$ cat src/rtl/snake_pkg.sv
// Shared constants, state encoding and helpers for the snake sequencer.
// Grid bounds, mode codes, body length limits and tick divisor math.
package snake_pkg;

    localparam logic [5:0] X_MIN = 6'd1;
    localparam logic [5:0] X_MAX = 6'd38;
    localparam logic [5:0] Y_MIN = 6'd1;
    localparam logic [5:0] Y_MAX = 6'd28;

    localparam logic [1:0] MODE_IDLE = 2'd0;
    localparam logic [1:0] MODE_PLAY = 2'd1;
    localparam logic [1:0] MODE_OVER = 2'd2;

    localparam int MAX_NODES = 16;
    localparam int INIT_LEN  = 3;

    typedef enum logic [2:0] {
        S_IDLE,
        S_PLACE,
        S_SCAN,
        S_RUN,
        S_OVER
    } state_t;

    // True when (x, y) lies inside the playable field.
    function automatic logic in_field(input logic [5:0] x,
                                      input logic [5:0] y);
        return (x >= X_MIN) && (x <= X_MAX) &&
               (y >= Y_MIN) && (y <= Y_MAX);
    endfunction

    // Index of the last body node: length is 3+score, capped at 16.
    function automatic logic [4:0] last_node(input logic [3:0] score);
        logic [4:0] len;
        len = 5'(INIT_LEN) + {1'b0, score};
        if (len > 5'(MAX_NODES)) len = 5'(MAX_NODES);
        return len - 5'd1;
    endfunction

    // Tick period shrinks with score, never below a quarter of base.
    function automatic int tick_div(input int base,
                                    input int step,
                                    input logic [3:0] score);
        int d;
        d = base - int'(score) * step;
        if (d < base / 4) d = base / 4;
        return d;
    endfunction

endpackage

$ cat src/rtl/snake_lfsr16.sv
// 16-bit Galois LFSR, taps 16,14,13,11, free-running every cycle.
// Supplies the random apple candidates; the seed must be nonzero.
module snake_lfsr16 #(
    parameter logic [15:0] SEED = 16'hACE1
) (
    input  logic        clk,
    input  logic        rst,
    output logic [15:0] state
);

    // Shift right, folding the output bit back through the tap mask.
    always_ff @(posedge clk) begin
        if (rst) state <= SEED;
        else     state <= (state >> 1) ^ (state[0] ? 16'hB400 : 16'h0000);
    end

endmodule

$ cat src/rtl/snake_game_sequencer.sv
// Mode FSM, move tick and collision-free apple placement for the snake.
// Define SNAKE_SPEEDUP_EN to shorten the tick period as the score grows.
module snake_game_sequencer
    import snake_pkg::*;
#(
    parameter int          TICK_DIV  = 25_000_000,
    parameter int          TICK_STEP = 1_000_000,
    parameter logic [15:0] LFSR_SEED = 16'hACE1,
    parameter logic [5:0]  APPLE_X0  = 6'd10,
    parameter logic [5:0]  APPLE_Y0  = 6'd10
) (
    input  logic       clk,
    input  logic       rst,
    input  logic       start,
    input  logic [3:0] cubenum,
    input  logic [5:0] node_cube_x,
    input  logic [5:0] node_cube_y,
    output logic [3:0] node,
    output logic [1:0] mode,
    output logic       move_tick,
    output logic [5:0] apple_x,
    output logic [5:0] apple_y,
    output logic       apple_valid
);

    localparam int CW = $clog2(TICK_DIV + 1);

    state_t        state, state_n;
    logic [15:0]   lfsr;
    logic [CW-1:0] cnt, div_q, div_nx;
    logic          start_q, rise, cleared;
    logic          counting, wrap;
    logic [3:0]    cubenum_q;
    logic [5:0]    cx, cy, cand_x, cand_y;
    logic          cand_ok, scan_hit, scan_end;
    logic          dead, eaten;
    logic          unused_lfsr;

    snake_lfsr16 #(.SEED(LFSR_SEED)) u_lfsr (
        .clk   (clk),
        .rst   (rst),
        .state (lfsr)
    );

    assign cx          = lfsr[5:0];
    assign cy          = lfsr[13:8];
    assign unused_lfsr = ^{lfsr[15:14], lfsr[7:6]};
    assign cand_ok     = in_field(cx, cy);
    assign rise        = start & ~start_q;
    assign counting    = (state == S_IDLE) || (state == S_RUN);
    assign wrap        = counting && (cnt == div_q - CW'(1));
    assign move_tick   = wrap;
    assign scan_hit    = (node_cube_x == cand_x) && (node_cube_y == cand_y);
    assign scan_end    = ({1'b0, node} == last_node(cubenum));
    assign dead        = (cubenum == 4'd15);
    assign eaten       = (cubenum != cubenum_q);

`ifdef SNAKE_SPEEDUP_EN
    assign div_nx = CW'(tick_div(TICK_DIV, TICK_STEP, cubenum));
`else
    assign div_nx = CW'(tick_div(TICK_DIV, TICK_STEP, 4'd0));
`endif

    // Next-state selection and mode decode.
    always_comb begin
        state_n = state;
        mode    = MODE_IDLE;
        unique case (state)
            S_IDLE: begin
                if (rise && cleared) state_n = S_PLACE;
            end
            S_PLACE: begin
                mode = MODE_PLAY;
                if (cand_ok) state_n = S_SCAN;
            end
            S_SCAN: begin
                mode = MODE_PLAY;
                if (scan_hit)      state_n = S_PLACE;
                else if (scan_end) state_n = S_RUN;
            end
            S_RUN: begin
                mode = MODE_PLAY;
                if (dead)       state_n = S_OVER;
                else if (eaten) state_n = S_PLACE;
            end
            S_OVER: begin
                mode = MODE_OVER;
                if (rise) state_n = S_IDLE;
            end
            default: state_n = S_IDLE;
        endcase
    end

    // State register.
    always_ff @(posedge clk) begin
        if (rst) state <= S_IDLE;
        else     state <= state_n;
    end

    // Move-tick divider; runs only while idle or playing, else holds.
    always_ff @(posedge clk) begin
        if (rst) begin
            cnt   <= '0;
            div_q <= CW'(TICK_DIV);
        end else if (counting) begin
            if (wrap) begin
                cnt   <= '0;
                div_q <= div_nx;
            end else begin
                cnt <= cnt + CW'(1);
            end
        end
    end

    // Apple placement, body scan and game bookkeeping.
    always_ff @(posedge clk) begin
        if (rst) begin
            start_q     <= 1'b0;
            cubenum_q   <= 4'd0;
            cleared     <= 1'b0;
            node        <= 4'd0;
            cand_x      <= 6'd0;
            cand_y      <= 6'd0;
            apple_x     <= APPLE_X0;
            apple_y     <= APPLE_Y0;
            apple_valid <= 1'b0;
        end else begin
            start_q   <= start;
            cubenum_q <= cubenum;
            unique case (state)
                S_IDLE: begin
                    if (wrap) cleared <= 1'b1;
                end
                S_PLACE: begin
                    if (cand_ok) begin
                        cand_x <= cx;
                        cand_y <= cy;
                        node   <= 4'd0;
                    end
                end
                S_SCAN: begin
                    if (!scan_hit) begin
                        if (scan_end) begin
                            apple_x     <= cand_x;
                            apple_y     <= cand_y;
                            apple_valid <= 1'b1;
                            node        <= 4'd0;
                        end else begin
                            node <= node + 4'd1;
                        end
                    end
                end
                S_RUN: begin
                    if (dead || eaten) apple_valid <= 1'b0;
                end
                S_OVER: begin
                    if (rise) cleared <= 1'b0;
                end
                default: ;
            endcase
        end
    end

endmodule

$ cat config.mk
export PLATFORM = sky130hd
export DESIGN_NAME = snake_game_sequencer
export DESIGN_NICKNAME = d
export VERILOG_FILES = /design/src/rtl/snake_pkg.sv /design/src/rtl/snake_lfsr16.sv /design/src/rtl/snake_game_sequencer.sv
export SDC_FILE = /design/constraint.sdc
export NUM_CORES = 1
export LEC_CHECK = 0
export BUFFER_PORTS_ARGS = -buffer_cell sky130_fd_sc_hd__buf_4
export CORE_ASPECT_RATIO = 1.2
export CORE_MARGIN = 2
export CORE_UTILIZATION = 30
export DETAILED_ROUTE_END_ITERATION = 10
export SLEW_MARGIN = 20
export SYNTH_ARGS = -nofsm -noshare
export SYNTH_HDL_FRONTEND = slang
export SYNTH_SLANG_ARGS = --single-unit
$ cat constraint.sdc
create_clock -name clk -period 6.3 [get_ports clk]
set_input_delay 1.26 -clock clk [delete_from_list [all_inputs] [get_ports clk]]
set_output_delay 1.26 -clock clk [all_outputs]
set_load 0.05 [all_outputs]
==> impl_metrics.toml <==
[run_status]
status = "finished, final reports clean"

[yosys]
yosysSeqAreaShare_pct = 43.3
synth_nets = 428
synth_top_area_share_pct = 43.3
async_flop_share_pct = 0
yosys.area.top_type = "dfxtp_1"
ys_ff_latch = 79
yosysMostFrequentCell = "dfxtp_1"
ys_top_cells_by_count = "dfxtp_1 (79), nor2_1 (65), xnor2_1 (25)"
avgSynthCellArea_sq_um = 9.04
yosysUniqueCellTypes = 54
yosysWarnings = 0
ys_top_cells_by_area = "dfxtp_1 (43%), nor2_1 (6.7%), xnor2_1 (6.0%), mux2i_1 (5.5%), xor2_1 (3.8%)"
synth_edf_count = 0
synth_cells = 404
synth_area_sq_um = 3650
ys.flop_type = "dfxtp_1"

[clocking]
cts_resized = 0
clk_latency_ns = 0.34
cts_tree = "done"
clkSinkCount = 79
hold_buffers = 0
cts-root-buf = "clkbuf_16"
cts_buffers = 9
cts_setup_buffers = 0
cts.path.max_buffers = 2
clk_pin_slew_worst_paths_ns = 0.06
htreeDepth = 3

[drt]
drt_pass1_iterations = 4
vias = 2873
drt_iter0_drc = 131
route.met2.wl_mm = 3.36
drc_errors = 0
topRoutingLayerUsed = "met4"
wl_per_cell_um = 12.2
wl_mm = 7.33
vias_per_cell = 4.80
wirelength_met1_mm = 3.53
met3_length_um = 284
ant_nets = 0

[critical_path]
cp_slowest_cell = "nor3_1"
crit_buf_inv = 1
slowest_delay_ns = 0.63
r2r-start = "state[0]$_SDFFE_PP0P_"
r2r_cells = 6
critPathCaptureType = "output port"
start_kind = "register"
path_cells = "xor2_1 > nor4b_4 > nand2_1 > nor3_1 > buf_4"
critical-path-top-delay-family = "simple AND/OR/NAND/NOR gates"
critical_path_arrival_ns = 2.53
worstSetupPathType = "register to output port"
worstPathRequired_ns = 5.04
cp_num_cells = 5
r2r_end = "cnt[8]$_SDFFE_PP0P_"
crit_start = "state[0]$_SDFFE_PP0P_"
critPathMaxFanout = 8
crit_end = "move_tick"
reg2reg_slack_ns = 3.48

[power_and_ir_drop]
peakVddDrop_mv = 0.144
power_density_nw_per_um2 = 269
internal_power_mw = 0.882
comb_power_share_pct = 8.4
seq_power_share_pct = 45.3
p_sw_share_pct = 24.5
p_leak_nw = 1.67
clock_power_share_pct = 46.3
switchingPower_mw = 0.286

[final_layout]
antenna_cells = 0
final_layout_size_suffix_gt1_share_pct = 15.8
nets = 457
area_growth_pct = 18.8

[timing]
hold_viol_final = 0
post-route-period-util_pct = 60.2
timing.fmax_mhz = 264
final.setup_skew_ns = 0.00947
slew_headroom_pct = 38.7
rsz0062_at_grt = "false"
tns_ns = 0
fin_crit_ns = 3.79
worstMarginPinSlew_ns = 0.917
hold_ws_ns = 0.410
drv_slew = 0
final-setup-viol-count = 0

[floorplanning]
core_area_sq_um = 12000
die_w_um = 105
die_h_um = 125
dieArea_sq_um = 13100
ioPinCount = 39
start_util_pct = 30.4
rows = 44

[global_route]
grt_pass1_wl_mm = 12.8
gr-total-overflow = 0
grt_pass1_vias = 2733
grt.total_usage_pct = 11.9
grt_max_degree = 59
antenna_found_initial = 0

[flow_run]
max-cap-violations = 0

[place]
port-buffer-count = 38
dp_hpwl_mm = 5.11
place_congestion = 0.779

[hold_path]
min_path_type = "register to register"
==> kinds of logic after synthesis <==
| logic type | synth area share [%] |
|---|---|
| XOR/XNOR | 10.5 |
| flip-flops | 43.3 |
| AO/OA/AOI/OAI | 8.53 |
| buffers and inverters | 3.74 |
| multiplexers | 5.48 |
| AND/OR/NAND/NOR | 26.8 |
| adder cells (fa/ha/maj) | 1.71 |
==> through the flow <==
stage,cells,util [%],setup WS [ns],instance area [sq um],total power [mW]
floorplan,404,-,2.70,3650,0.611
global placement,583,33.5,2.38,4020,0.635
detailed placement,583,33.5,2.26,4020,0.638
CTS,599,36.1,2.46,4340,1.18
global route,599,36.1,2.22,4340,1.22
finish,599,36.1,2.51,4340,1.17
==> how the worst min path moves through the flow <==
stage                               startpoint                          to  depth (start not counted)
floorplan           u_lfsr.state[6]$_SDFF_PP1_  u_lfsr.state[5]$_SDFF_PP1_                          1
global placement    u_lfsr.state[6]$_SDFF_PP1_  u_lfsr.state[5]$_SDFF_PP1_                          1
detailed placement  u_lfsr.state[6]$_SDFF_PP1_  u_lfsr.state[5]$_SDFF_PP1_                          1
CTS                 u_lfsr.state[6]$_SDFF_PP1_  u_lfsr.state[5]$_SDFF_PP1_                          1
global route        u_lfsr.state[6]$_SDFF_PP1_  u_lfsr.state[5]$_SDFF_PP1_                          1
finish              u_lfsr.state[6]$_SDFF_PP1_  u_lfsr.state[5]$_SDFF_PP1_                          1
==> power by group through the flow <==
stage	logic, mW	registers (mW)	clock network, mW
finish	0.0983	0.528	0.541
global route	0.110	0.530	0.577
CTS	0.0991	0.528	0.554
detailed placement	0.0986	0.539	0
global placement	0.0960	0.539	0
floorplan	0.0753	0.535	0
==> state kept, by name, summed over array words and instances (netlist names) <==
name and flops:
cubenum_q 4, cand_x 6, start_q 1, node 4
apple_x 6, apple_valid 1, cand_y 6, cleared 1
state 3, cnt 25, apple_y 6, u_lfsr.state 16
==> routing by layer <==
metal | global-route usage [%] | vias up
met5 | 0 | -
met4 | 5.65 | 0
met3 | 3.14 | 11
met2 | 18.8 | 50
met1 | 15.1 | 1368
li1 | - | 1444
==> area by class of cell <==
type / count / area [sq um]
clock buffers: 10 / 239
clock inverters: 6 / 73.8
fillers: 1267 / 7660
inverters: 6 / 22.5
multi-input cells: 299 / 1930
flip-flops and latches: 79 / 1580
well taps: 161 / 201
repair buffers: 38 / 285
==> cells in the final DEF (no fill, tap or decap), drive strengths merged, types with 2 or more instances in the layout <==
master,netlist,layout
a211o,5,5
nand4,10,10
nand2b,5,5
ha,5,5
dfxtp,79,79
or2,10,10
nand3,13,13
nand4b,2,2
o21ai,11,11
mux2i,20,20
o21a,4,4
or3,4,4
and3,4,4
xor2,16,16
nor3b,2,2
nor3,9,9
nor4,3,3
nor2,65,65
a21oi,17,17
clkbuf,9,10
nand3b,3,3
xnor2,25,25
nor2b,14,14
nor4b,5,5
clkinv,0,2
and3b,4,4
inv,6,9
nand2,24,24
buf,11,38
and2,2,2
and4,2,2
Note: power is estimated with default switching activity, not from simulation.
